$ cat config.mk
export PLATFORM = sky130hd
export DESIGN_NAME = fifo_push_arbiter
export DESIGN_NICKNAME = d
export VERILOG_FILES = /design/src/rtl/arb_pkg.sv /design/src/rtl/fifo_push_arbiter_rr_pick.sv /design/src/rtl/fifo_push_arbiter.sv
export SDC_FILE = /design/constraint.sdc
export NUM_CORES = 1
export LEC_CHECK = 0
export BUFFER_PORTS_ARGS = -buffer_cell sky130_fd_sc_hd__buf_4
export CAP_MARGIN = 20
export CORE_MARGIN = 1
export CORE_UTILIZATION = 40
export CTS_BUF_LIST = sky130_fd_sc_hd__clkbuf_16
export CTS_CLUSTER_DIAMETER = 30
export DETAILED_ROUTE_END_ITERATION = 6
export PLACE_DENSITY = 0.78
export SETUP_SLACK_MARGIN = 0.2
export SLEW_MARGIN = 20
export SYNTH_ARGS = -nofsm -noshare
export SYNTH_HDL_FRONTEND = slang
export SYNTH_SLANG_ARGS = --single-unit
$ cat constraint.sdc
create_clock -name clk -period 1.9 [get_ports clk]
set_input_delay 0.19 -clock clk [delete_from_list [all_inputs] [get_ports clk]]
set_output_delay 0.19 -clock clk [all_outputs]
set_load 0.03 [all_outputs]
$ cat src/rtl/arb_pkg.sv
// Shared definitions for the FIFO push arbiter.
//   - Default build-time widths (FIFO_DWIDTH, ARB_QWID) if not supplied.
//   - Output-register state enum (EMPTY / LOADED).
//   - NREQ derivation from the requester index width.
// Optional feature macro used by the arbiter: ARB_LOCK_EN (burst locking).
`ifndef FIFO_DWIDTH
`define FIFO_DWIDTH 8
`endif
`ifndef ARB_QWID
`define ARB_QWID 2
`endif

package arb_pkg;

  typedef enum logic {
    ST_EMPTY  = 1'b0,
    ST_LOADED = 1'b1
  } arb_state_e;

  // Number of requesters addressed by a qwid-bit index.
  function automatic int nreq_of(input int qwid);
    return 1 << qwid;
  endfunction

endpackage

$ cat src/rtl/fifo_push_arbiter_rr_pick.sv
// rr_pick: combinational rotate-priority search.
// Ports:
//   req      - per-requester valid
//   ptr      - last granted index; search starts at ptr+1
//   gnt      - one-hot grant (zero when req is zero)
//   gnt_idx  - index of the granted requester
//   gnt_vld  - a requester was found
module rr_pick
  import arb_pkg::*;
#(
  parameter  int QWID = 2,
  localparam int NREQ = nreq_of(QWID)
) (
  input  logic [NREQ-1:0] req,
  input  logic [QWID-1:0] ptr,
  output logic [NREQ-1:0] gnt,
  output logic [QWID-1:0] gnt_idx,
  output logic            gnt_vld
);

  logic [QWID-1:0] idx;

  // QWID-bit addition wraps naturally, so k=NREQ lands back on ptr itself
  // and gives it the lowest priority.
  always_comb begin
    gnt     = '0;
    gnt_idx = '0;
    gnt_vld = 1'b0;
    idx     = '0;
    for (int k = 1; k <= NREQ; k++) begin
      idx = ptr + QWID'(k);
      if (!gnt_vld && req[idx]) begin
        gnt_vld = 1'b1;
        gnt_idx = idx;
      end
    end
    if (gnt_vld) gnt[gnt_idx] = 1'b1;
  end

endmodule

$ cat src/rtl/fifo_push_arbiter.sv
// fifo_push_arbiter: round-robin arbiter feeding a single-entry output
// register that pushes into a downstream FIFO.
// Ports:
//   clk, rst   - clock, synchronous active-high reset
//   req        - per-requester valid (held until granted)
//   req_data   - per-requester data, requester i at [i*WIDTH +: WIDTH]
//   req_lock   - per-requester burst lock (used only with ARB_LOCK_EN)
//   gnt        - one-hot combinational grant (capture this cycle)
//   fifo_full  - downstream FIFO full
//   fifo_push  - push strobe to downstream FIFO
//   fifo_data  - output register data
//   gnt_id     - requester index of the word in the output register
// Macro ARB_LOCK_EN: when defined, a granted requester holding req_lock
// keeps the grant at every capture opportunity until it drops req/req_lock.
module fifo_push_arbiter
  import arb_pkg::*;
#(
  parameter  int WIDTH = `FIFO_DWIDTH,
  parameter  int QWID  = `ARB_QWID,
  localparam int NREQ  = nreq_of(QWID)
) (
  input  logic                 clk,
  input  logic                 rst,
  input  logic [NREQ-1:0]      req,
  input  logic [NREQ*WIDTH-1:0] req_data,
  input  logic [NREQ-1:0]      req_lock,
  output logic [NREQ-1:0]      gnt,
  input  logic                 fifo_full,
  output logic                 fifo_push,
  output logic [WIDTH-1:0]     fifo_data,
  output logic [QWID-1:0]      gnt_id
);

  arb_state_e      state_q, state_d;
  logic [WIDTH-1:0] out_data;
  logic [QWID-1:0]  out_id;
  logic [QWID-1:0]  ptr;
  logic             out_vld;
  logic             cap_opp;
  logic             grant;

  logic [NREQ-1:0]  pick_gnt;
  logic [QWID-1:0]  pick_idx;
  logic             pick_vld;

  logic [NREQ-1:0]  sel_gnt;
  logic [QWID-1:0]  sel_idx;
  logic             sel_vld;

  rr_pick #(.QWID(QWID)) u_pick (
    .req     (req),
    .ptr     (ptr),
    .gnt     (pick_gnt),
    .gnt_idx (pick_idx),
    .gnt_vld (pick_vld)
  );

`ifdef ARB_LOCK_EN
  logic            lock_q;
  logic [QWID-1:0] lock_id_q;
  logic            lock_hold;

  // The lock owner wins only while it still presents both req and req_lock;
  // otherwise plain round-robin resumes from ptr (which equals the owner).
  assign lock_hold = lock_q && req[lock_id_q] && req_lock[lock_id_q];
  assign sel_gnt   = lock_hold ? (NREQ'(1) << lock_id_q) : pick_gnt;
  assign sel_idx   = lock_hold ? lock_id_q : pick_idx;
  assign sel_vld   = lock_hold | pick_vld;

  always_ff @(posedge clk) begin
    if (rst) begin
      lock_q    <= 1'b0;
      lock_id_q <= '0;
    end else if (grant) begin
      lock_q    <= req_lock[sel_idx];
      lock_id_q <= sel_idx;
    end
  end
`else
  logic unused_lock;
  assign unused_lock = ^req_lock;
  assign sel_gnt     = pick_gnt;
  assign sel_idx     = pick_idx;
  assign sel_vld     = pick_vld;
`endif

  assign out_vld   = (state_q == ST_LOADED);
  // Gated by rst so a word caught in the register at reset is never pushed.
  assign fifo_push = !rst && out_vld && !fifo_full;
  assign cap_opp   = !rst && (!out_vld || fifo_push);
  assign fifo_data = out_data;
  assign gnt_id    = out_id;

  always_comb begin
    state_d = state_q;
    gnt     = '0;
    grant   = 1'b0;
    if (cap_opp && sel_vld) begin
      grant   = 1'b1;
      gnt     = sel_gnt;
      state_d = ST_LOADED;
    end else if (fifo_push) begin
      state_d = ST_EMPTY;
    end
  end

  always_ff @(posedge clk) begin
    if (rst) state_q <= ST_EMPTY;
    else     state_q <= state_d;
  end

  // ptr resets to NREQ-1 so requester 0 is searched first.
  always_ff @(posedge clk) begin
    if (rst) begin
      out_data <= '0;
      out_id   <= '0;
      ptr      <= '1;
    end else if (grant) begin
      out_data <= req_data[sel_idx*WIDTH +: WIDTH];
      out_id   <= sel_idx;
      ptr      <= sel_idx;
    end
  end

endmodule

==> results of run 1 <==
## power groups by stage
stage	clock network [µW]	logic [µW]	registers, µW
5_1_grt	398	483	327
6_report	390	456	324
3_3_place_gp	0	372	324
2_1_floorplan	0	188	369
3_5_place_dp	0	381	325
4_1_cts	395	422	322
## layout make-up
type / count / area [µm²]
flip-flops and latches: 13 / 265
clock buffers: 3 / 75.1
clock inverters: 1 / 5.00
well taps: 27 / 33.8
fillers: 133 / 425
repair buffers: 71 / 567
multi-input cells: 68 / 603
inverters: 2 / 7.51
## metrics by stage
stage,utilization (%),hold WS (ns),setup slack [ns]
CTS,74.9,0.261,0.124
global route,78.5,0.261,0.0340
global placement,66.9,0.471,0.282
finish,78.5,0.262,0.0841
floorplan,-,0.359,0.0589
detailed placement,66.9,0.479,0.223
## flip-flops by register name (all words and copies together), names as in the netlist
register   flops
out_vld        1
ptr            2
gnt_id         2
fifo_data      8
## metal layers
metal | vias up | track usage (%) | wire length, µm
li1 | 472 | - | -
met1 | 460 | 26.2 | 1070
met2 | 39 | 43.0 | 1440
met3 | 2 | 6.04 | 170
met4 | 0 | 6.67 | 11
met5 | - | 0 | 0
## timing repair
action / CTS / global route
pin swaps: 3 / 8
setup buffers: 6 / 4
gates resized for setup: 10 / 9
setup endpoints to repair: 4 / 12
## cell families after synthesis
logic type             after synthesis  synth area share, %
AND/OR/NAND/NOR                     25                 17.6
buffers and inverters                6                 5.01
AO/OA/AOI/OAI                       25                 25.2
multiplexers                        18                 21.5
flip-flops                          13                 30.7
## cell usage after synthesis, drive strengths merged
| cell type | number |
|---|---|
| mux2i | 16 |
| dfxtp | 13 |
| nor2 | 8 |
| o21bai | 7 |
| a221oi | 6 |
| and2 | 3 |
| buf | 3 |
| nand2b | 3 |
| nor3 | 3 |
| nor3b | 3 |
| o21ai | 3 |
| a21oi | 2 |
| inv | 2 |
| mux2 | 2 |
| nand3b | 2 |
| a211o | 1 |
| a211oi | 1 |
| a21boi | 1 |
| a221o | 1 |
| a31oi | 1 |
| clkbuf | 1 |
| nand2 | 1 |
| nand3 | 1 |
| nor2b | 1 |
| o21a | 1 |
| o41ai | 1 |
## placed cells by master, fill, tap and decap left out, types with 2 or more instances in the layout
cell,synthesis,routed
buf_4,0,63
nand2b_4,0,2
nand3b_1,2,2
o21ai_1,2,2
dfxtp_1,13,11
mux2i_1,16,15
clkbuf_16,0,3
buf_6,1,7
o21bai_1,7,7
nor3b_4,1,2
a221oi_1,6,5
inv_1,2,2
nor2_1,7,7
and2_4,0,2
nor3_1,3,2
## final timing paths
| check | start | endpoint | slack, ns | cells after the start |
|---|---|---|---|---|
| min reg2reg | gnt_id[0]$_SDFFE_PP0P_ | gnt_id[0]$_SDFFE_PP0P_ | 0.50 | 2 |
| min | fifo_full | out_vld$_SDFFE_PP0P_ | 0.26 | 3 |
| max | ptr[0]$_SDFFE_PP1P_ | gnt[3] | 0.08 | 5 |
| max reg2reg | ptr[0]$_SDFFE_PP1P_ | fifo_data[2]$_SDFFE_PP0P_ | 0.17 | 8 |
## worst reg2reg max path, stage by stage (launching register included)
cell and delay (ns):
dfxtp_4 0.35, nand2b_4 0.15, a211oi_4 0.28, buf_4 0.16, buf_6 0.10, buf_4 0.14
mux2i_1 0.20, mux2_4 0.18, o21ai_1 0.05
==> impl_metrics.json, run 1 <==
{
  "synth-seq-area-share_pct": 30.7,
  "die_h_um": 48.1,
  "arrival_ns": 1.63,
  "required_ns": 1.71,
  "start_kind": "flip-flop",
  "dieWidth_um": 48.1,
  "numCtsBuffers": 3,
  "firstDrtPassIters": 4,
  "swShare_pct": 29.5,
  "cts_buffer_depth": 2,
  "grt_max_degree": 18,
  "cp.buffers_inverters": 1,
  "finalSetupViolations": 0,
  "grt_remaining_overflow": 0,
  "leakagePower_uw": 0.000772,
  "crit_family": "simple AND/OR/NAND/NOR gates",
  "rows": 16,
  "post-dp-hpwl_um": 1850,
  "skew_ns": 0.00289,
  "num_vias": 973,
  "power_frac_comb_pct": 39.0,
  "syn_area_per_cell_um2": 9.75,
  "cts_hold_buf": 0,
  "status": "finished clean",
  "track_usage_pct": 23.3,
  "gp_congestion": 0.755,
  "wl_per_cell_um": 14.6,
  "ys_warn_count": 0,
  "cts.sinks": 13,
  "synth_cells": 87,
  "path_cells": "nand2b_4 > a211oi_4 > nor3b_4 > nor2b_4 > buf_6",
  "hold_class": "input pin to flip-flop",
  "fin_setup_tns_ns": 0,
  "antenna_found_initial": 0,
  "p_per_area_nw_per_um2": 752,
  "crit_path_end_kind": "output port",
  "hold_violations": 0,
  "grt_pass1_vias": 893,
  "synth_cell_type_count": 32,
  "critPathKind": "flip-flop to output port",
  "yosysTopAreaCell": "dfxtp_1",
  "clkTransAtPathRegs_ns": 0.05,
  "fmax_mhz": 551,
  "postRouteAntennaNets": 0,
  "cts_max_level": 1,
  "place_area_um2": 1330,
  "ys_seq_elements": 13,
  "cts_tree": "yes",
  "crit_slowest_cell": "dfxtp_4",
  "p_int_uw": 825,
  "syn_area_um2": 848,
  "fin_cells": 185,
  "finalInstanceArea_um2": 1560,
  "layout.nets": 202,
  "synth.area.top_cells": "dfxtp_1 (31%), mux2i_1 (19%), o21bai_1 (6.2%)",
  "tightest_slew_ns": 0.504,
  "diodes": 0,
  "start_util_pct": 42.8,
  "dpl.cell_count": 171,
  "die-area_um2": 2310,
  "rsz0062_at_grt": "true",
  "drc_errors": 0,
  "drv_cap": 0,
  "fin_crit_ns": 1.82,
  "power.switching_uw": 345,
  "top_level_ports": 58,
  "clock_power_share_pct": 33.3,
  "vias_per_cell": 5.26,
  "port-buffer-count": 53,
  "area_delta_synth_final_pct": 83.5,
  "post-route-period-util_pct": 95.6,
  "synth_nets": 130,
  "insertion_delay_ns": 0.24,
  "total_power_uw": 1170,
  "ir_worst_vdd_mv": 0.535,
  "slew_violations": 0,
  "cts_root_buf": "clkbuf_16",
  "drt_iter0_drc": 20,
  "drive_gt1_share_pct": 59.5,
  "grt_pass1_wl_um": 3660,
  "maxSlewHeadroom_pct": 66.0,
  "max_stage_delay_ns": 0.35,
  "core_um2": 1980,
  "synth_top_area_share_pct": 30.7,
  "routed_wl_um": 2690,
  "seq_power_share_pct": 27.7,
  "critPathMaxFanout": 4
}
No activity file was read; power rests on OpenSTA's default activity.
==> run 2: changes to the inputs <==
Settings changed: CORE_UTILIZATION 40 to 36, PLACE_DENSITY 0.78 to 0.74.
Clock period 1.9 ns to 1.62 ns, I/O delays scaled along.
==> impl_metrics.json, run 2 (same netlist as run 1, synthesis figures left out) <==
{
  "hold_class": "input pin to flip-flop",
  "required_ns": 1.46,
  "vias_per_cell": 5.27,
  "fmax_mhz": 563,
  "reg2reg_setup_slack_ns": -0.08,
  "worstHoldEndpoint": "out_vld$_SDFFE_PP0P_",
  "drt_iter0_drc": 5,
  "drv_cap": 0,
  "maxSlewHeadroom_pct": 69.0,
  "cts_tree": "yes",
  "path_cells": "o21a_1 > a211oi_4 > nor3b_4 > nor2b_4 > buf_6",
  "postRouteAntennaNets": 0,
  "critPathMaxFanout": 5,
  "routed_wl_um": 2700,
  "worstRegToRegCells": 8,
  "crit_path_end_kind": "output port",
  "hold_violations": 0,
  "post-route-period-util_pct": 110,
  "rsz0062_at_grt": "true",
  "post-dp-hpwl_um": 1720,
  "fillerInstances": 173,
  "rows": 17,
  "grt_remaining_overflow": 0,
  "cp.buffers_inverters": 1,
  "die-area_um2": 2550,
  "start_kind": "flip-flop",
  "drive_gt1_share_pct": 63.1,
  "final_cell_mix": "buf_4 (60), mux2i_1 (13), dfxtp_1 (11), nor2_1 (7), o21bai_1 (7)",
  "fin_ws_ns": -0.155,
  "fin_cells": 185,
  "dieWidth_um": 50.5,
  "area_delta_synth_final_pct": 91.9,
  "tightest_slew_ns": 0.460,
  "antenna_found_initial": 0,
  "final_common_cell": "buf_4",
  "insertion_delay_ns": 0.24,
  "cts_root_buf": "clkbuf_16",
  "violations": "negative setup slack",
  "status": "finished, violations left",
  "firstDrtPassIters": 3,
  "finalInstanceArea_um2": 1630,
  "pre_cts_ws_ns": 0.0442,
  "numCtsBuffers": 3,
  "gp_congestion": 0.753,
  "critPathKind": "flip-flop to output port",
  "fin_crit_ns": 1.78,
  "hold_depth": 3,
  "place_area_um2": 1380,
  "p_per_area_nw_per_um2": 885,
  "grt_pass1_vias": 989,
  "start_util_pct": 38.3,
  "dpl.cell_count": 174,
  "leakagePower_uw": 0.000785,
  "num_vias": 975,
  "core_um2": 2210,
  "skew_ns": 0.00240,
  "top_level_ports": 58,
  "die_h_um": 50.5,
  "grt_max_degree": 18,
  "cts_max_level": 1,
  "cts_hold_buf": 0,
  "wl_per_cell_um": 14.6,
  "diodes": 0,
  "hold_slack_ns": 0.227,
  "finalSetupViolations": 10,
  "holdCritStartpoint": "fifo_full",
  "r2r-start": "ptr[0]$_SDFFE_PP1P_",
  "clkTransAtPathRegs_ns": 0.05,
  "fin_setup_tns_ns": -0.742,
  "slew_violations": 0,
  "layout.nets": 201,
  "largest_register_ffs": 8,
  "drc_errors": 0,
  "track_usage_pct": 22.5,
  "cts_buffer_depth": 2,
  "arrival_ns": 1.61,
  "max_stage_delay_ns": 0.34,
  "crit_family": "simple AND/OR/NAND/NOR gates",
  "r2r-end": "fifo_data[5]$_SDFFE_PP0P_",
  "port-buffer-count": 53,
  "crit_slowest_cell": "dfxtp_2",
  "ir_worst_vdd_mv": 0.675,
  "grt_pass1_wl_um": 4230,
  "cts.sinks": 13
}
## run 2: power by group
group | internal, µW | switching [µW] | total, µW
clock network | 329 | 141 | 470
logic | 329 | 266 | 595
registers | 355 | 20.7 | 376
total | 1010 | 428 | 1440
## run 2: tightest hold or removal path, cell delays in order
cell     delay [ns]
buf_4          0.12
nand2_1        0.06
a31oi_1        0.07
## run 2: how the worst max path moves through the flow
| stage | start | endpoint | slack (ns) | depth (start not counted) |
|---|---|---|---|---|
| after global routing | ptr[1]$_SDFFE_PP1P_ | gnt[3] | -0.24 | 5 |
| after floorplan | ptr[0]$_SDFFE_PP1P_ | gnt[3] | -0.10 | 4 |
| final | ptr[1]$_SDFFE_PP1P_ | gnt[3] | -0.16 | 5 |
| after global placement | req[0] | gnt[3] | 0.08 | 6 |
| after detailed placement | req[3] | fifo_data[3]$_SDFFE_PP0P_ | 0.04 | 8 |
| after CTS | ptr[1]$_SDFFE_PP1P_ | gnt[3] | -0.17 | 5 |
## run 2: layer usage
metal | vias to the layer above | GRT usage, % | share of wire [%]
met5 | - | 0 | 0
li1 | 472 | - | -
met3 | 6 | 6.36 | 6.7
met1 | 458 | 23.4 | 38
met2 | 39 | 40.0 | 53
met4 | 0 | 12.5 | 2.1
## run 2: metrics by stage
step	total power, µW	utilization (%)
after floorplan	669	-
after global placement	843	62.2
after detailed placement	851	62.2
after CTS	1410	71.0
after global routing	1510	73.6
final	1440	73.6
## run 2: cell type report
cell class	count	area [µm²]	share of cell area (%)
clock buffer	3	75.1	4.61
clock inverter	1	5.00	0.307
inverter	2	7.51	0.461
multi-input combinational	68	639	39.3
sequential	13	265	16.3
tap	28	35.0	2.15
timing repair buffer	70	601	36.9
## run 2: timing repair
| action | CTS | global route |
|---|---|---|
| endpoints found under the hold margin | 0 | 0 |
| buffers inserted | 5 | 1 |
| gates cloned | 1 | 0 |
| pin swaps | 11 | 9 |
| setup endpoints to repair | 14 | 16 |
| resized for setup | 15 | 11 |
